[src/rtl/sdram_arb_pkg.sv]
// Shared types and constants for the slot-synchronous SDRAM port arbiter.
// Port IDs, slot geometry and the registered controller command record.
package sdram_arb_pkg;

  typedef enum logic [2:0] {
    P_NONE  = 3'd0,
    P_VIDEO = 3'd1,
    P_CPU   = 3'd2,
    P_DMA   = 3'd3,
    P_BLIT  = 3'd4
  } port_id_e;

  localparam int unsigned SLOT_LEN = 12;
  localparam int unsigned PhW      = 4;

  typedef struct packed {
    logic        req;
    logic        we;
    logic [1:0]  ds;
    logic [23:0] addr;
    logic [15:0] din;
  } mem_cmd_t;

  function automatic logic [PhW-1:0] ph_next(input logic [PhW-1:0] ph);
    return (ph == PhW'(SLOT_LEN - 1)) ? '0 : ph + PhW'(1);
  endfunction

  // Builds the controller command for a 16-bit client grant.
  function automatic mem_cmd_t client_cmd(input logic        we,
                                          input logic [1:0]  ds,
                                          input logic [23:0] addr,
                                          input logic [15:0] din);
    mem_cmd_t cmd;
    cmd.req  = 1'b1;
    cmd.we   = we;
    cmd.ds   = ds;
    cmd.addr = addr;
    cmd.din  = din;
    return cmd;
  endfunction

endpackage

[src/rtl/sdram_arb_if.sv]
// Bundle of requester handshakes plus the SDRAM controller command/data port.
// master = arbiter side, slave = requesters and controller side.
interface sdram_arb_if;

  logic        video_req;
  logic [23:0] video_addr;
  logic        video_ack;
  logic [63:0] video_data;

  logic        cpu_req;
  logic        cpu_we;
  logic [1:0]  cpu_ds;
  logic [23:0] cpu_addr;
  logic [15:0] cpu_din;
  logic        cpu_ack;
  logic [15:0] cpu_dout;

  logic        dma_req;
  logic        dma_we;
  logic [1:0]  dma_ds;
  logic [23:0] dma_addr;
  logic [15:0] dma_din;
  logic        dma_ack;
  logic [15:0] dma_dout;

  logic        blit_req;
  logic        blit_we;
  logic [1:0]  blit_ds;
  logic [23:0] blit_addr;
  logic [15:0] blit_din;
  logic        blit_ack;
  logic [15:0] blit_dout;

  logic        mem_req;
  logic        mem_we;
  logic [1:0]  mem_ds;
  logic [23:0] mem_addr;
  logic [15:0] mem_din;
  logic [15:0] mem_dout;
  logic [63:0] mem_dout64;

  modport master (
    input  video_req, video_addr,
    input  cpu_req, cpu_we, cpu_ds, cpu_addr, cpu_din,
    input  dma_req, dma_we, dma_ds, dma_addr, dma_din,
    input  blit_req, blit_we, blit_ds, blit_addr, blit_din,
    input  mem_dout, mem_dout64,
    output video_ack, video_data, cpu_ack, cpu_dout,
    output dma_ack, dma_dout, blit_ack, blit_dout,
    output mem_req, mem_we, mem_ds, mem_addr, mem_din
  );

  modport slave (
    output video_req, video_addr,
    output cpu_req, cpu_we, cpu_ds, cpu_addr, cpu_din,
    output dma_req, dma_we, dma_ds, dma_addr, dma_din,
    output blit_req, blit_we, blit_ds, blit_addr, blit_din,
    output mem_dout, mem_dout64,
    input  video_ack, video_data, cpu_ack, cpu_dout,
    input  dma_ack, dma_dout, blit_ack, blit_dout,
    input  mem_req, mem_we, mem_ds, mem_addr, mem_din
  );

endinterface

[src/rtl/sdram_arb_slot_timer.sv]
// Slot edge detect, phase counter and refresh-starvation guard.
// force_idle rises after REFRESH_SLOTS back-to-back granted slots.
module sdram_arb_slot_timer
  import sdram_arb_pkg::*;
#(
  parameter int unsigned REFRESH_SLOTS = 60
) (
  input  logic clk_96,
  input  logic init,
  input  logic clk_8_en,
  input  logic slot_grant,
  output logic slot_edge,
  output logic force_idle
);

  localparam int unsigned    CntW   = $clog2(REFRESH_SLOTS + 1);
  localparam logic [CntW-1:0] CntMax = CntW'(REFRESH_SLOTS);

  logic            en_q, en_d;
  logic [PhW-1:0]  ph_q, ph_d;
  logic [CntW-1:0] busy_q, busy_d;

  assign slot_edge  = clk_8_en & ~en_q;
  assign force_idle = (busy_q == CntMax);

  always_comb begin
    en_d   = clk_8_en;
    ph_d   = slot_edge ? '0 : ph_next(ph_q);
    busy_d = busy_q;
    if (slot_edge) begin
      // The forced slot itself is idle, so the run length restarts from zero.
      if (force_idle) begin
        busy_d = '0;
      end else if (slot_grant) begin
        busy_d = busy_q + CntW'(1);
      end else begin
        busy_d = '0;
      end
    end
  end

  always_ff @(posedge clk_96) begin
    if (init) begin
      en_q   <= 1'b0;
      ph_q   <= '0;
      busy_q <= '0;
    end else begin
      en_q   <= en_d;
      ph_q   <= ph_d;
      busy_q <= busy_d;
    end
  end

endmodule

[src/rtl/sdram_arbiter.sv]
// Grants one requester per 8MHz slot onto the single SDRAM controller port and
// returns the previous slot's read data with a one-cycle ack on the next slot edge.
module sdram_arbiter
  import sdram_arb_pkg::*;
#(
  parameter int unsigned REFRESH_SLOTS = 60
) (
  input  logic        clk_96,
  input  logic        init,
  input  logic        clk_8_en,
  sdram_arb_if.master bus
);

  logic     slot_edge;
  logic     force_idle;
  logic     slot_grant;
  port_id_e winner;
  logic     cand_video, cand_cpu, cand_dma, cand_blit;

  port_id_e    inflight_q, inflight_d;
  port_id_e    rr_q, rr_d;
  mem_cmd_t    mem_q, mem_d;
  logic        video_ack_q, video_ack_d;
  logic        cpu_ack_q, cpu_ack_d;
  logic        dma_ack_q, dma_ack_d;
  logic        blit_ack_q, blit_ack_d;
  logic [63:0] video_data_q, video_data_d;
  logic [15:0] cpu_dout_q, cpu_dout_d;
  logic [15:0] dma_dout_q, dma_dout_d;
  logic [15:0] blit_dout_q, blit_dout_d;

  sdram_arb_slot_timer #(
    .REFRESH_SLOTS(REFRESH_SLOTS)
  ) u_slot_timer (
    .clk_96    (clk_96),
    .init      (init),
    .clk_8_en  (clk_8_en),
    .slot_grant(slot_grant),
    .slot_edge (slot_edge),
    .force_idle(force_idle)
  );

  // The port completing this slot is excluded so its stale req cannot win again.
  always_comb begin
    cand_video = bus.video_req && (inflight_q != P_VIDEO);
    cand_cpu   = bus.cpu_req   && (inflight_q != P_CPU);
    cand_dma   = bus.dma_req   && (inflight_q != P_DMA);
    cand_blit  = bus.blit_req  && (inflight_q != P_BLIT);
    winner     = P_NONE;
    if (!force_idle) begin
      if (cand_video) begin
        winner = P_VIDEO;
      end else if (cand_cpu) begin
        winner = P_CPU;
      end else if (cand_dma && cand_blit) begin
        winner = rr_q;
      end else if (cand_dma) begin
        winner = P_DMA;
      end else if (cand_blit) begin
        winner = P_BLIT;
      end
    end
  end

  assign slot_grant = (winner != P_NONE);

  always_comb begin
    inflight_d   = inflight_q;
    rr_d         = rr_q;
    mem_d        = mem_q;
    video_ack_d  = 1'b0;
    cpu_ack_d    = 1'b0;
    dma_ack_d    = 1'b0;
    blit_ack_d   = 1'b0;
    video_data_d = video_data_q;
    cpu_dout_d   = cpu_dout_q;
    dma_dout_d   = dma_dout_q;
    blit_dout_d  = blit_dout_q;

    if (slot_edge) begin
      case (inflight_q)
        P_VIDEO: begin
          video_ack_d  = 1'b1;
          video_data_d = bus.mem_dout64;
        end
        P_CPU: begin
          cpu_ack_d  = 1'b1;
          cpu_dout_d = bus.mem_dout;
        end
        P_DMA: begin
          dma_ack_d  = 1'b1;
          dma_dout_d = bus.mem_dout;
        end
        P_BLIT: begin
          blit_ack_d  = 1'b1;
          blit_dout_d = bus.mem_dout;
        end
        default: ;
      endcase

      inflight_d = winner;
      // Idle slots only drop req; the rest of the command stays as last driven.
      mem_d.req  = slot_grant;
      case (winner)
        P_VIDEO: begin
          mem_d.we   = 1'b0;
          mem_d.ds   = 2'b11;
          mem_d.addr = bus.video_addr;
        end
        P_CPU:  mem_d = client_cmd(bus.cpu_we, bus.cpu_ds, bus.cpu_addr, bus.cpu_din);
        P_DMA: begin
          mem_d = client_cmd(bus.dma_we, bus.dma_ds, bus.dma_addr, bus.dma_din);
          rr_d  = P_BLIT;
        end
        P_BLIT: begin
          mem_d = client_cmd(bus.blit_we, bus.blit_ds, bus.blit_addr, bus.blit_din);
          rr_d  = P_DMA;
        end
        default: ;
      endcase
    end
  end

  always_ff @(posedge clk_96) begin
    if (init) begin
      inflight_q   <= P_NONE;
      rr_q         <= P_DMA;
      mem_q        <= '0;
      video_ack_q  <= 1'b0;
      cpu_ack_q    <= 1'b0;
      dma_ack_q    <= 1'b0;
      blit_ack_q   <= 1'b0;
      video_data_q <= '0;
      cpu_dout_q   <= '0;
      dma_dout_q   <= '0;
      blit_dout_q  <= '0;
    end else begin
      inflight_q   <= inflight_d;
      rr_q         <= rr_d;
      mem_q        <= mem_d;
      video_ack_q  <= video_ack_d;
      cpu_ack_q    <= cpu_ack_d;
      dma_ack_q    <= dma_ack_d;
      blit_ack_q   <= blit_ack_d;
      video_data_q <= video_data_d;
      cpu_dout_q   <= cpu_dout_d;
      dma_dout_q   <= dma_dout_d;
      blit_dout_q  <= blit_dout_d;
    end
  end

  assign bus.mem_req    = mem_q.req;
  assign bus.mem_we     = mem_q.we;
  assign bus.mem_ds     = mem_q.ds;
  assign bus.mem_addr   = mem_q.addr;
  assign bus.mem_din    = mem_q.din;
  assign bus.video_ack  = video_ack_q;
  assign bus.video_data = video_data_q;
  assign bus.cpu_ack    = cpu_ack_q;
  assign bus.cpu_dout   = cpu_dout_q;
  assign bus.dma_ack    = dma_ack_q;
  assign bus.dma_dout   = dma_dout_q;
  assign bus.blit_ack   = blit_ack_q;
  assign bus.blit_dout  = blit_dout_q;

endmodule

[src/flat_wrapper.sv]
// flat-port wrapper written by rule: the top's interface ports become plain ports
module sdram_arbiter_flat import sdram_arb_pkg::*;
#(
  parameter int unsigned REFRESH_SLOTS = 60
)
  (clk_96, init, clk_8_en, bus_video_req, bus_video_addr, bus_cpu_req, bus_cpu_we, bus_cpu_ds, bus_cpu_addr, bus_cpu_din, bus_dma_req, bus_dma_we, bus_dma_ds, bus_dma_addr, bus_dma_din, bus_blit_req, bus_blit_we, bus_blit_ds, bus_blit_addr, bus_blit_din, bus_mem_dout, bus_mem_dout64, bus_video_ack, bus_video_data, bus_cpu_ack, bus_cpu_dout, bus_dma_ack, bus_dma_dout, bus_blit_ack, bus_blit_dout, bus_mem_req, bus_mem_we, bus_mem_ds, bus_mem_addr, bus_mem_din);
  sdram_arb_if bus_i ();
  input  logic clk_96;
  input  logic init;
  input  logic clk_8_en;
  input wire logic [$bits(bus_i.video_req)-1:0] bus_video_req;
  input wire logic [$bits(bus_i.video_addr)-1:0] bus_video_addr;
  input wire logic [$bits(bus_i.cpu_req)-1:0] bus_cpu_req;
  input wire logic [$bits(bus_i.cpu_we)-1:0] bus_cpu_we;
  input wire logic [$bits(bus_i.cpu_ds)-1:0] bus_cpu_ds;
  input wire logic [$bits(bus_i.cpu_addr)-1:0] bus_cpu_addr;
  input wire logic [$bits(bus_i.cpu_din)-1:0] bus_cpu_din;
  input wire logic [$bits(bus_i.dma_req)-1:0] bus_dma_req;
  input wire logic [$bits(bus_i.dma_we)-1:0] bus_dma_we;
  input wire logic [$bits(bus_i.dma_ds)-1:0] bus_dma_ds;
  input wire logic [$bits(bus_i.dma_addr)-1:0] bus_dma_addr;
  input wire logic [$bits(bus_i.dma_din)-1:0] bus_dma_din;
  input wire logic [$bits(bus_i.blit_req)-1:0] bus_blit_req;
  input wire logic [$bits(bus_i.blit_we)-1:0] bus_blit_we;
  input wire logic [$bits(bus_i.blit_ds)-1:0] bus_blit_ds;
  input wire logic [$bits(bus_i.blit_addr)-1:0] bus_blit_addr;
  input wire logic [$bits(bus_i.blit_din)-1:0] bus_blit_din;
  input wire logic [$bits(bus_i.mem_dout)-1:0] bus_mem_dout;
  input wire logic [$bits(bus_i.mem_dout64)-1:0] bus_mem_dout64;
  output wire logic [$bits(bus_i.video_ack)-1:0] bus_video_ack;
  output wire logic [$bits(bus_i.video_data)-1:0] bus_video_data;
  output wire logic [$bits(bus_i.cpu_ack)-1:0] bus_cpu_ack;
  output wire logic [$bits(bus_i.cpu_dout)-1:0] bus_cpu_dout;
  output wire logic [$bits(bus_i.dma_ack)-1:0] bus_dma_ack;
  output wire logic [$bits(bus_i.dma_dout)-1:0] bus_dma_dout;
  output wire logic [$bits(bus_i.blit_ack)-1:0] bus_blit_ack;
  output wire logic [$bits(bus_i.blit_dout)-1:0] bus_blit_dout;
  output wire logic [$bits(bus_i.mem_req)-1:0] bus_mem_req;
  output wire logic [$bits(bus_i.mem_we)-1:0] bus_mem_we;
  output wire logic [$bits(bus_i.mem_ds)-1:0] bus_mem_ds;
  output wire logic [$bits(bus_i.mem_addr)-1:0] bus_mem_addr;
  output wire logic [$bits(bus_i.mem_din)-1:0] bus_mem_din;
  assign bus_i.video_req = bus_video_req;
  assign bus_i.video_addr = bus_video_addr;
  assign bus_i.cpu_req = bus_cpu_req;
  assign bus_i.cpu_we = bus_cpu_we;
  assign bus_i.cpu_ds = bus_cpu_ds;
  assign bus_i.cpu_addr = bus_cpu_addr;
  assign bus_i.cpu_din = bus_cpu_din;
  assign bus_i.dma_req = bus_dma_req;
  assign bus_i.dma_we = bus_dma_we;
  assign bus_i.dma_ds = bus_dma_ds;
  assign bus_i.dma_addr = bus_dma_addr;
  assign bus_i.dma_din = bus_dma_din;
  assign bus_i.blit_req = bus_blit_req;
  assign bus_i.blit_we = bus_blit_we;
  assign bus_i.blit_ds = bus_blit_ds;
  assign bus_i.blit_addr = bus_blit_addr;
  assign bus_i.blit_din = bus_blit_din;
  assign bus_i.mem_dout = bus_mem_dout;
  assign bus_i.mem_dout64 = bus_mem_dout64;
  assign bus_video_ack = bus_i.video_ack;
  assign bus_video_data = bus_i.video_data;
  assign bus_cpu_ack = bus_i.cpu_ack;
  assign bus_cpu_dout = bus_i.cpu_dout;
  assign bus_dma_ack = bus_i.dma_ack;
  assign bus_dma_dout = bus_i.dma_dout;
  assign bus_blit_ack = bus_i.blit_ack;
  assign bus_blit_dout = bus_i.blit_dout;
  assign bus_mem_req = bus_i.mem_req;
  assign bus_mem_we = bus_i.mem_we;
  assign bus_mem_ds = bus_i.mem_ds;
  assign bus_mem_addr = bus_i.mem_addr;
  assign bus_mem_din = bus_i.mem_din;
  sdram_arbiter #(.REFRESH_SLOTS(REFRESH_SLOTS)) u_core (.clk_96(clk_96), .init(init), .clk_8_en(clk_8_en), .bus(bus_i));
endmodule
[config.mk]
export PLATFORM = sky130hd
export DESIGN_NAME = sdram_arbiter_flat
export DESIGN_NICKNAME = d
export VERILOG_FILES = /design/src/rtl/sdram_arb_pkg.sv /design/src/rtl/sdram_arb_if.sv /design/src/rtl/sdram_arb_slot_timer.sv /design/src/rtl/sdram_arbiter.sv /design/src/flat_wrapper.sv
export SDC_FILE = /design/constraint.sdc
export NUM_CORES = 1
export LEC_CHECK = 0
export ABC_AREA = 1
export BUFFER_PORTS_ARGS = -buffer_cell sky130_fd_sc_hd__buf_2
export CAP_MARGIN = 40
export CORE_AREA = 3 3 155 157
export DETAILED_ROUTE_END_ITERATION = 10
export DIE_AREA = 0 0 158 160
export HOLD_SLACK_MARGIN = 0.05
export PLACE_DENSITY_LB_ADDON = 0.15
export SLEW_MARGIN = 30
export SYNTH_ARGS = -nofsm -noshare
export SYNTH_HDL_FRONTEND = slang
export SYNTH_SLANG_ARGS = --single-unit
[constraint.sdc]
create_clock -name clk_96 -period 2.36 [get_ports clk_96]
set_clock_uncertainty 0.15 [all_clocks]
set_input_delay 0.708 -clock clk_96 [delete_from_list [all_inputs] [get_ports clk_96]]
set_output_delay 0.708 -clock clk_96 [all_outputs]
set_load 0.01 [all_outputs]
==> results.sh <==
export IMPL_routed_wl_um=29600
export IMPL_wl_per_cell_um=16.5
export IMPL_drt_iter0_drc=378
export IMPL_viasPerCell=4.76
export IMPL_ys_seq_elements=172
export IMPL_yosys_warnings=0
export IMPL_core_area_sq_mm=0.0226
export IMPL_drv_cap=0
export IMPL_die_w_um=158
export IMPL_setup_violations=0
export IMPL_postRouteAntennaNets=0
export IMPL_io_pins=400
export IMPL_cts_max_path_buffers=2
export IMPL_hold_class="flop to flop"
export IMPL_clkTransAtPathRegs_ps=70
export IMPL_synthMuxAreaShare=0
export IMPL_numCtsBuffers=17
export IMPL_fp_dieH_um=160
export IMPL_crit_arrival_ps=2320
export IMPL_powerDensity_mw_per_mm2=694
export IMPL_drc=0
export IMPL_ys_types=28
export IMPL_numClockSinks=172
export IMPL_grt_antenna_before_repair=4
export IMPL_synth_xor_area_share=0.00468
export IMPL_gp_congestion=0.815
export IMPL_total_power_mw=7.45
export IMPL_worst_path_max_fanout=8
export IMPL_syn_area_sq_mm=0.00748
export IMPL_drive_gt1_frac=0.338
export IMPL_area_delta_synth_final_pct=43.3
export IMPL_drv_slew=0
export IMPL_synth_compound_area_frac=0.103
export IMPL_io_buffers=399
export IMPL_critPathKind="flop to flop"
export IMPL_end_kind="flop"
export IMPL_min_period_ps=2160
export IMPL_leakagePower_nw=5.72
export IMPL_gr_usage_all_layers=0.222
export IMPL_irDropWorstVdd_v=0.000442
export IMPL_fmax_mhz=463
export IMPL_start_util=0.331
export IMPL_synth_top_family_by_area="simple AND/OR/NAND/NOR gates"
export IMPL_synthAdderAreaFrac=0.00334
export IMPL_htree_levels=4
export IMPL_insertion_delay_ps=420
export IMPL_cts_tree="yes"
export IMPL_grt_max_degree=106
export IMPL_dpl_cell_count=1761
export IMPL_fin_crit_sh=0.915
export IMPL_cp_start_kind="flop"
export IMPL_rr_endpoint="u_core.bus.mem_din[15]$_SDFFE_PP0P_"
export IMPL_timing_rr_start="u_core.inflight_q[2]$_SDFFE_PP0P_"
export IMPL_dieArea_sq_mm=0.0253
export IMPL_holdPathStages=2
export IMPL_grt_overflow_total=0
export IMPL_critPathMaxStageDelay_ps=360
export IMPL_nNetsFinal=1740
export IMPL_rows=55
export IMPL_syn_avg_cell_area_sq_um=6.81
export IMPL_crit_path_frequent_cell="nand3_1"
export IMPL_crit_chain="inv_2, nand3_1, nand2_2, inv_1, nand2_1, inv_2, nor2_4, nand3_4, buf_4, buf_4, nand3_1, nand3_1, nor2_1, nor2_1"
export IMPL_grt_pass1_vias=8049
export IMPL_min_delay_start="u_core.rr_q[2]$_SDFFE_PP0P_"
export IMPL_grt_pass1_wl_um=44500
export IMPL_required_ps=2530
export IMPL_synth_simple_area_share=0.364
export IMPL_stdcell_count=1796
export IMPL_drt_pass1_iter_count=5
export IMPL_outcome="completed"
export IMPL_hold_path_end="u_core.rr_q[2]$_SDFFE_PP0P_"
export IMPL_r2r_slack_ps=200
export IMPL_syn_inst=1099
export IMPL_synth_fp_nets=1341
export IMPL_finalHoldViolCount=0
export IMPL_slew_headroom=0.730
export IMPL_ys_seq_area_frac=0.460
export IMPL_vias=8545
export IMPL_slowest_stage="dfxtp_1"
export IMPL_post_dp_hpwl_um=22300
export IMPL_r2r_cells=14
export IMPL_tightest_slew_ps=404
export IMPL_cts_root_buf="clkbuf_16"
[worst max path at each step]
stage / start / endpoint
floorplan: clk_8_en / u_core.bus.blit_dout[10]$_SDFFE_PP0P_
CTS: u_core.u_slot_timer.busy_q[0]$_SDFFE_PP0P_ / u_core.bus.mem_addr[23]$_SDFFE_PP0P_
global route: u_core.inflight_q[2]$_SDFFE_PP0P_ / u_core.bus.mem_din[14]$_SDFFE_PP0P_
detailed placement: bus_video_req / u_core.bus.mem_din[8]$_SDFFE_PP0P_
global placement: bus_video_req / u_core.bus.mem_din[7]$_SDFFE_PP0P_
finish: u_core.inflight_q[2]$_SDFFE_PP0P_ / u_core.bus.mem_din[15]$_SDFFE_PP0P_
[power breakdown]
| part | internal [mW] | total [mW] | switching [mW] | leakage [nW] |
|---|---|---|---|---|
| logic | 0.559 | 1.33 | 0.769 | 4.01 |
| clock network | 1.63 | 2.97 | 1.34 | 0.306 |
| registers | 3.07 | 3.15 | 0.0820 | 1.40 |
| total | 5.25 | 7.45 | 2.19 | 5.72 |
[cell families (layout without fill, tap and decap cells)]
group,Yosys count,in the layout
AOI/OAI and AO/OA,149,149
xor gates and xnor gates,4,4
adders and majority gates,2,2
buffers and inverters,121,532
DFF,172,172
other,0,1
and+or+nand+nor,651,651
[worst max-delay path: cells and delay by family (launching register included)]
family / cells / cell delay [ps]
buffers and inverters: 5 / 510
AND/OR/NAND/NOR: 9 / 1030
flip-flops: 1 / 360
[sequential cells by signal (all words and copies together) (netlist names), 3 cells and up]
register / cells
u_core.bus.cpu_dout: 16
u_core.inflight_q: 3
u_core.bus.dma_dout: 16
u_core.bus.mem_addr: 24
u_core.u_slot_timer.busy_q: 6
u_core.bus.video_data: 64
u_core.bus.blit_dout: 16
u_core.bus.mem_din: 16
[layout by cell type, fill, tap and decap left out, types with 2 or more instances in the layout]
cell type / instances
a21oi_1: 12
a21oi_4: 2
buf_12: 10
buf_2: 399
buf_4: 40
buf_6: 2
bufinv_16: 2
clkbuf_16: 17
clkinv_1: 3
clkinv_4: 2
clkinv_8: 3
dfxtp_1: 171
ha_1: 2
inv_1: 41
inv_2: 4
inv_4: 2
inv_6: 2
inv_8: 5
nand2_1: 143
nand2_2: 6
nand3_1: 167
nand3_2: 3
nand4_1: 2
nor2_1: 319
nor2_2: 3
nor2_4: 4
o21ai_0: 132
o21ai_1: 2
xnor2_1: 2
xor2_1: 2
[cell type report]
class,instances,area [sq um]
fill,2402,11900
inverter,50,193
clock inverter,14,200
sequential,172,3440
timing repair buffer,451,2520
clock buffer,17,425
antenna,1,2.50
multi-input combinational,806,3590
tap,285,357
[stage by stage]
step	cell area, sq um	utilization	setup TNS (ps)	worst slack (ps)	hold slack, ps
4_1_cts	10700	0.472	0	65.2	322
5_1_grt	10700	0.474	-7.18	-7.18	333
3_3_place_gp	10000	0.443	-1450	-89.7	302
6_report	10700	0.474	0	201	317
3_5_place_dp	10000	0.443	-2860	-154	311
2_1_floorplan	7480	-	0	65.4	278
[Yosys cell counts, drive strengths merged]
cell type | n | area (sq um)
a21boi | 1 | 7.51
a21oi | 14 | 92.6
buf | 24 | 120
clkbuf | 47 | 176
clkinv | 3 | 11.3
dfxtp | 172 | 3440
ha | 2 | 25.0
inv | 47 | 176
nand2 | 150 | 581
nand3 | 171 | 873
nand3b | 1 | 7.51
nand4 | 2 | 12.5
nor2 | 326 | 1250
o21ai | 134 | 671
or2 | 1 | 6.26
xnor2 | 2 | 17.5
xor2 | 2 | 17.5
[what timing repair did]
| item | in CTS | in global routing |
|---|---|---|
| endpoints found under the setup margin | 9 | 46 |
| buffers inserted | 2 | 1 |
| gates resized for setup | 1 | 9 |
| cloned | 0 | 0 |
| hold buffers | 0 | 0 |
| pin swaps | 1 | 1 |
[layer usage]
layer	vias to the layer above	GRT usage	wire length [um]
li1	4334	-	-
met5	-	0	21
met2	326	0.376	14100
met3	40	0.0686	2500
met1	3841	0.273	12400
met4	4	0.0618	620
(Power assumes the default switching activity.)
